File: config.mk
export PLATFORM = sky130hd
export DESIGN_NAME = font_rom_arbiter
export DESIGN_NICKNAME = d
export VERILOG_FILES = /design/src/rtl/font_rom_arbiter.sv
export SDC_FILE = /design/constraint.sdc
export NUM_CORES = 1
export LEC_CHECK = 0
export ABC_CLOCK_PERIOD_IN_PS = 1150
export BUFFER_PORTS_ARGS = -buffer_cell sky130_fd_sc_hd__buf_2
export CELL_PAD_IN_SITES_DETAIL_PLACEMENT = 1
export CELL_PAD_IN_SITES_GLOBAL_PLACEMENT = 2
export CORE_MARGIN = 4
export CORE_UTILIZATION = 24
export CTS_CLUSTER_DIAMETER = 30
export CTS_CLUSTER_SIZE = 24
export DETAILED_ROUTE_END_ITERATION = 10
export PLACE_DENSITY_LB_ADDON = 0.05
export SETUP_SLACK_MARGIN = 0.02
export SKIP_LAST_GASP = 1
export SYNTH_ARGS = -nofsm -noshare
export SYNTH_HDL_FRONTEND = slang
export SYNTH_SLANG_ARGS = --single-unit
File: constraint.sdc
create_clock -name clk -period 1.15 [get_ports clk]
set_input_delay 0.0575 -clock clk [delete_from_list [all_inputs] [get_ports clk]]
set_output_delay 0.0575 -clock clk [all_outputs]
set_load 0.02 [all_outputs]
File: src/rtl/font_rom_arbiter.sv
// font_rom_arbiter: shares the single-ported, combinational-read font ROM
// between the VGA text fetcher (priority) and the CPU font read port.
// Each access runs through a fixed two-stage pipeline: grant/address
// register, then ROM read into the requester's data register.
// Optional feature macro: FONT_ARB_STARVE_GUARD_EN enables the CPU
// starvation guard. Without it, VGA has strict priority.
module font_rom_arbiter #(
  parameter int ADDR_W     = 12,
  parameter int DATA_W     = 8,
  parameter int STARVE_MAX = 4
) (
  input  logic              clk,
  input  logic              rst,
  input  logic              vga_req,
  input  logic [ADDR_W-1:0] vga_addr,
  output logic              vga_gnt,
  output logic              vga_rvalid,
  output logic [DATA_W-1:0] vga_rdata,
  input  logic              cpu_req,
  input  logic [ADDR_W-1:0] cpu_addr,
  output logic              cpu_gnt,
  output logic              cpu_rvalid,
  output logic [DATA_W-1:0] cpu_rdata,
  output logic [ADDR_W-1:0] rom_addr,
  input  logic [DATA_W-1:0] rom_dout
);

  if (STARVE_MAX < 1 || STARVE_MAX > 15) begin : g_bad_starve_max
    $error("font_rom_arbiter: STARVE_MAX must be in 1..15");
  end

  logic force_cpu;
  logic vld_p1;
  logic src_p1;

`ifdef FONT_ARB_STARVE_GUARD_EN
  localparam logic [3:0] STARVE_LIM = 4'(STARVE_MAX);

  logic [3:0] starve_cnt;

  // Saturating increment of the starvation count.
  function automatic logic [3:0] sat_inc(input logic [3:0] v);
    if (v >= STARVE_LIM) return STARVE_LIM;
    return v + 4'd1;
  endfunction

  // Count consecutive denied CPU cycles; any grant or idle cycle clears it.
  always_ff @(posedge clk or posedge rst) begin
    if (rst) begin
      starve_cnt <= 4'd0;
    end else if (cpu_req && !cpu_gnt) begin
      starve_cnt <= sat_inc(starve_cnt);
    end else begin
      starve_cnt <= 4'd0;
    end
  end

  assign force_cpu = (starve_cnt == STARVE_LIM);
`else
  assign force_cpu = 1'b0;
`endif

  // Arbitration: VGA wins unless the guard forces the CPU through.
  assign cpu_gnt = cpu_req & (~vga_req | force_cpu);
  assign vga_gnt = vga_req & ~cpu_gnt;

  // ---- Stage 1: latch the winner's address; it drives the ROM for S2 ----
  // Register ROM address and tag the in-flight access with its source.
  always_ff @(posedge clk or posedge rst) begin
    if (rst) begin
      rom_addr <= '0;
      vld_p1   <= 1'b0;
      src_p1   <= 1'b0;
    end else begin
      vld_p1 <= vga_gnt | cpu_gnt;
      if (cpu_gnt) begin
        rom_addr <= cpu_addr;
        src_p1   <= 1'b1;
      end else if (vga_gnt) begin
        rom_addr <= vga_addr;
        src_p1   <= 1'b0;
      end
    end
  end

  // ---- Stage 2: ROM output is settled; steer it to the owning requester ----
  // Capture ROM data for the requester; rdata holds between responses.
  always_ff @(posedge clk or posedge rst) begin
    if (rst) begin
      vga_rvalid <= 1'b0;
      cpu_rvalid <= 1'b0;
      vga_rdata  <= '0;
      cpu_rdata  <= '0;
    end else begin
      vga_rvalid <= vld_p1 & ~src_p1;
      cpu_rvalid <= vld_p1 & src_p1;
      if (vld_p1 && !src_p1) vga_rdata <= rom_dout;
      if (vld_p1 && src_p1)  cpu_rdata <= rom_dout;
    end
  end

endmodule

Yosys cells after proc, flatten, opt, wreduce, memory -nomap -nowiden --
Cells that the tools add are included.
Storage, ports and cells: register bits after elaboration 32, input bits 36, output and inout port bits 32, word-level logic and storage cells 23
Operators by class: muxes and demuxes 4, bitwise gates (word level) 8, reduce and logical (&&, ||, !) cells 4
Operators by type and width (count):
- 2-to-1 mux 12 bit | 2
- AND 1 bit | 4
- NOT 1 bit | 3
- logical AND 1 bit | 2
- 2-to-1 mux 1 bit | 2
- nonzero test 2 bit | 1
- zero test 1 bit | 1
- OR 1 bit | 1

Logic depth before layout (Yosys ltp) --
Gate-level depths: netlist of the first run.
depth in word-level cells 6, mapped depth 4, gate-level depth less buffers 2

Least setup slack after synthesis of the first run --
Ideal clock, no wire load.
kind reg2reg, from register src_p1, to register vga_rdata[0], library setup time 125 ps, arrival 937 ps, data required time 1025 ps, slack 88 ps, stages on the path, launching flop included 4, buffers on the path 1, period minus slack after synthesis 1062 ps, cell sequence dfrtp_1 -> nand2b_4 -> buf_6 -> mux2_4
Between the ends: word-level cells in the longest chain between the ends 2
Ends and longest elaborated chain:
- start, declared | RTL line 34 | logic src_p1;
- start signal, assigned | RTL line 73 | src_p1 <= 1'b0;
- start signal, assigned | RTL line 78 | src_p1 <= 1'b1;
- start signal, assigned | RTL line 81 | src_p1 <= 1'b0;
- zero test 1 bit | RTL line 97 | if (vld_p1 && !src_p1) vga_rdata <= rom_dout;
- logical AND 1 bit | RTL line 97
- end signal, assigned | RTL line 97
- end, declared | RTL line 18 | output logic [DATA_W-1:0] vga_rdata,
Every way passes these cells. A chain may end at the register's enable or synchronous reset.

Worst setup path after layout of the first run --
from register src_p1, to register vga_rdata[5]
The elaborated chain is that of the path after synthesis.

==> impl_metrics.tcl, run 1 <==
set metrics [dict create \
    place_area_um2 1720 \
    crit_fanout 9 \
    antenna_cells 0 \
    ant_nets 0 \
    place.gp.congestion 0.628 \
    globalRouteTotalUtil_pct 10.4 \
    initial_utilization_pct 25.4 \
    io_pins 68 \
    setup_violations 0 \
    die_y_um 82.7 \
    finalHoldViolations 0 \
    io_buffer_count 67 \
    max-slew-margin-rel_pct 71.4 \
    critPathArrivalTime_ns 1.27 \
    final_cell_mix "67 x buf_2, 32 x dfrtp_1, 12 x mux2i_1, 12 x nand2_1, 12 x dlygate4sd3_1" \
    ys_seq_elements 32 \
    drv_cap 0 \
    hold_class "in2reg" \
    grt_pass1_wl_mm 5.21 \
    worst-slew-pin-transition_ns 0.429 \
    regArea_um2 801 \
    wl_per_cell_um 13.3 \
    yosys_warnings 0 \
    viasPerCell 4.22 \
    place_inst 231 \
    crit_chain "nand2b_4 > mux2_4" \
    seq_area_frac_synth_pct 59.8 \
    path_class "reg2reg" \
    p_leak_uw 0.00101 \
    utilization_pct 37.0 \
    final_common_cell "buf_2" \
    clock_latency_ns 0.28 \
    routed_wl_mm 3.33 \
    stdcell_area_um2 1950 \
    syn_area_um2 1340 \
    grt_max_degree 33 \
    rows 26 \
    cts-root-buf "clkbuf_8" \
    drv_slew 0 \
    cp-end-kind "flop" \
    cts_tree "built" \
    peakVddDrop_v 0.000627 \
    fillerInstances 614 \
    coreArea_um2 5270 \
    vias 1058 \
    htreeDepth 2 \
    die_area_um2 6840 \
    antenna_found_initial 0 \
    clockBufferDepth 2 \
    grt_pass1_vias 1118 \
    clock_sinks 32 \
    status "completed" \
    syn_avg_cell_area_um2 13.4 \
    clock_skew_ns 0.00259 \
    drc 0 \
    post-route-min-period_ns 1.11 \
    nets 216 \
    fin_cells 251 \
    grt.overflow.total 0 \
    synth.distinct_cells 16 \
    slowest_delay_ns 0.41 \
    dp_hpwl_mm 2.41 \
    synth_nets 136 \
    rsz0062_at_grt "yes" \
    cts_made_buffers 5 \
    drt_iter0_drc 31 \
    fin_tns_setup_ns 0 \
    clk_pin_slew_ns 0.07 \
    fmax_mhz 904 \
    slowest_stage "dfrtp_1" \
    drive_above_1_share_pct 51.9 \
    postSynthCellCount 100 \
    cp-start-kind "flop" \
    cts_setup_buffers 0 \
    firstDrtPassIters 2 \
    multi_input_area_um2 480 \
    fin_crit_sh_pct 96.2 \
    cp.required_ns 1.31 \
    power_density_nw_per_um2 1570 \
    die_width_um 82.7 \
    area_growth_pct 45.6 \
]
## area by class of cell
class	count	share of cell area [%]
clock buffer	6	3.72
clock inverter	2	1.80
inverter	3	0.577
multi-input combinational	58	24.6
sequential	32	41.1
tap	70	4.49
timing repair buffer	80	23.7
## critical path, delay by kind of cell, from the launching register on
kind | cells | cell delay, ns
multiplexers | 1 | 0.32
AND/OR/NAND/NOR | 1 | 0.26
flip-flops | 1 | 0.41
## state kept, by name (all words and copies together), names as in the netlist
signal,count
vld_p1,1
cpu_rdata,8
cpu_rvalid,1
vga_rvalid,1
vga_rdata,8
rom_addr,12
src_p1,1
## cells by family after synthesis
group / after synthesis / share of synthesized area (%)
multiplexers: 28 / 24.7
flip-flops: 32 / 59.8
AO/OA/AOI/OAI: 12 / 4.48
buffers and inverters: 10 / 4.76
AND/OR/NAND/NOR: 18 / 6.35
## what timing repair did
action	in CTS	in global routing
hold buffers	12	0
setup endpoints to repair	2	8
pin swaps	0	0
endpoints found under the hold margin	43	0
gates resized for setup	1	0
## cell usage after synthesis
cell type,instances,area [µm²]
inv_1,3,11.3
buf_6,3,33.8
mux2i_1,12,120
dfrtp_1,32,801
nand2_1,12,45.0
o21ai_1,7,35.0
mux2_4,8,120
mux2_2,8,90.1
nand2_2,1,6.26
o21ai_0,5,25.0
or2_2,1,6.26
clkbuf_1,1,3.75
nor2b_1,1,6.26
buf_2,3,15.0
nor2_1,2,7.51
nand2b_4,1,13.8
## final timing paths
kind	start	endpoint	slack [ns]	cells after the start
min in group asynchronous	rst	vga_rvalid	0.41	4
max in group asynchronous	rst	rom_addr[8]	0.44	4
worst max register to register	src_p1	vga_rdata[5]	0.04	2
worst max-delay path	src_p1	vga_rdata[5]	0.04	2
worst min-delay path	vga_addr[9]	rom_addr[9]	0.006	3
worst min register to register	cpu_rdata[4]	cpu_rdata[4]	0.50	1
## layer usage
| layer | global-route usage [%] | part of all wire, % | vias up |
|---|---|---|---|
| met1 | 12.0 | 42 | 511 |
| met2 | 17.0 | 47 | 46 |
| met3 | 3.58 | 8.9 | 7 |
| met4 | 5.39 | 1.9 | 0 |
| li1 | - | - | 494 |
| met5 | 0 | 0 | - |
## report_power, final
group          total, µW  leakage (µW)  internal, µW  switching [µW]
Sequential          1330      0.000378          1260            69.2
Combinational        677      0.000575           306             371
Clock               1040     0.0000552           642             403
Total               3050       0.00101          2210             842
## through the flow
step	worst slack, ns	power [µW]	hold WS, ns
global placement	0.0679	2000	0.169
floorplan	0.0877	1770	0.174
detailed placement	0.0288	2020	0.188
CTS	0.0263	3130	0.00133
finish	0.0438	3050	0.00624
global route	-0.00336	3240	0.00603
Power figures use the tool's default switching activity.
==> run 2, diff against run 1 <==
--- a/config.mk
+++ b/config.mk
@@ -5,12 +5,12 @@
 export SDC_FILE = /design/constraint.sdc
 export NUM_CORES = 1
 export LEC_CHECK = 0
-export ABC_CLOCK_PERIOD_IN_PS = 1150
+export ABC_CLOCK_PERIOD_IN_PS = 1100
 export BUFFER_PORTS_ARGS = -buffer_cell sky130_fd_sc_hd__buf_2
 export CELL_PAD_IN_SITES_DETAIL_PLACEMENT = 1
 export CELL_PAD_IN_SITES_GLOBAL_PLACEMENT = 2
 export CORE_MARGIN = 4
-export CORE_UTILIZATION = 24
+export CORE_UTILIZATION = 27
 export CTS_CLUSTER_DIAMETER = 30
 export CTS_CLUSTER_SIZE = 24
 export DETAILED_ROUTE_END_ITERATION = 10
==> constraint.sdc (replaced) <==
create_clock -name clk -period 1.1 [get_ports clk]
set_input_delay 0.055 -clock clk [delete_from_list [all_inputs] [get_ports clk]]
set_output_delay 0.055 -clock clk [all_outputs]
set_load 0.02 [all_outputs]
==> impl_metrics.tcl, run 2 (same netlist as run 1, synthesis figures left out) <==
set metrics [dict create \
    grt_pass1_wl_mm 5.53 \
    drt_iter0_drc 43 \
    crit_fanout 9 \
    place_area_um2 1710 \
    routed_wl_mm 3.33 \
    fmax_mhz 939 \
    max-slew-margin-rel_pct 71.8 \
    hold_start "vga_addr[1]" \
    area_growth_pct 45.2 \
    top_regs "rom_addr: 12 flops, cpu_rdata: 8 flops, vga_rdata: 8 flops" \
    p_leak_uw 0.00101 \
    status "completed" \
    clock_sinks 32 \
    io_pins 68 \
    cp.required_ns 1.26 \
    final_common_cell "buf_2" \
    critPathArrivalTime_ns 1.23 \
    fin_tns_setup_ns 0 \
    initial_utilization_pct 28.2 \
    wl_per_cell_um 13.4 \
    antenna_cells 0 \
    path_class "reg2reg" \
    grt.overflow.total 0 \
    rsz0062_at_grt "yes" \
    drv_cap 0 \
    ant_nets 0 \
    fin_crit_sh_pct 96.8 \
    finalHoldViolations 0 \
    place.gp.congestion 0.684 \
    die_area_um2 6150 \
    die_width_um 78.5 \
    cp-end-kind "flop" \
    place_inst 228 \
    cts-root-buf "clkbuf_8" \
    antenna_found_initial 0 \
    rows 25 \
    fin_hold_ws_ns 0.0186 \
    htreeDepth 2 \
    nets 217 \
    worst-slew-pin-transition_ns 0.423 \
    drive_above_1_share_pct 52.7 \
    fin_cells 249 \
    clk_pin_slew_ns 0.06 \
    stdcell_area_um2 1950 \
    clock_latency_ns 0.28 \
    post-route-min-period_ns 1.07 \
    r2r-start "vld_p1" \
    cp-start-kind "flop" \
    peakVddDrop_v 0.000529 \
    slowest_delay_ns 0.46 \
    hold_class "in2reg" \
    grt_max_degree 33 \
    die_y_um 78.5 \
    globalRouteTotalUtil_pct 11.6 \
    setup_violations 0 \
    firstDrtPassIters 2 \
    slowest_stage "dfrtp_2" \
    critPathLaunch "vld_p1" \
    grt_pass1_vias 1199 \
    dpl_worst_slack_ns 0.000834 \
    power_density_nw_per_um2 1560 \
    cts_made_buffers 5 \
    viasPerCell 4.13 \
    cts_setup_buffers 0 \
    drv_slew 0 \
    regMostFlops "rom_addr" \
    final_cell_mix "67 x buf_2, 30 x dfrtp_1, 12 x mux2i_1, 12 x nand2_1, 12 x dlygate4sd3_1" \
    cts_tree "built" \
    clock_skew_ns 0.00166 \
    crit_chain "nand2_4 > mux2_2" \
    drc 0 \
    worst_slack_ns 0.0348 \
    coreArea_um2 4750 \
    largest_reg_flops 12 \
    io_buffer_count 67 \
    vias 1029 \
    clockBufferDepth 2 \
]
==> run 2: stage by stage <==
stage,utilization (%),power [µW]
after floorplan,-,1850
after global placement,36.1,2090
after detailed placement,36.1,2110
after CTS,40.5,3090
after global routing,40.9,3220
final,40.9,3030
==> run 2: power breakdown <==
part | total [µW] | switching [µW] | internal [µW] | leakage (µW)
logic | 716 | 391 | 325 | 0.000583
clock network | 921 | 411 | 510 | 0.0000455
registers | 1390 | 73.8 | 1320 | 0.000377
total | 3030 | 875 | 2160 | 0.00101
==> run 2: cell type report <==
type,instances,area [µm²]
fillers,554,2810
inverters,3,11.3
multi-input cells,59,494
repair buffers,80,463
well taps,67,83.8
clock buffers,8,90.1
flip-flops and latches,32,803
==> run 2: critical path: cells and delay by family (launching register included) <==
family / cells / cell delay [ns]
mux: 1 / 0.35
simple gates: 1 / 0.14
flops: 1 / 0.46
==> run 2: worst paths after layout <==
check,slack [ns],cells past startpoint,endpoint
max,0.03,2,cpu_rdata[0]
max in group asynchronous,0.36,4,src_p1
max reg2reg,0.03,2,cpu_rdata[0]
min,0.02,3,rom_addr[1]
min in group asynchronous,0.41,4,rom_addr[5]
min reg2reg,0.50,1,cpu_rdata[1]
==> run 2: layer usage <==
layer  vias up  wire (µm)  global-route usage, %  share of wire [%]
met5         -          0                      0                  0
met4         0         14                   4.02               0.42
met3         2        244                   5.62                7.3
met2        43       1800                   21.2                 54
met1       487       1270                   11.4                 38
li1        497          -                      -                  -
==> run 2: what timing repair did <==
| action | in CTS | in global routing |
|---|---|---|
| gates resized for setup | 0 | 4 |
| endpoints found under the hold margin | 43 | 0 |
| pin swaps | 0 | 1 |
| hold buffers | 12 | 0 |
| cloned | 0 | 1 |
| endpoints found under the setup margin | 16 | 16 |
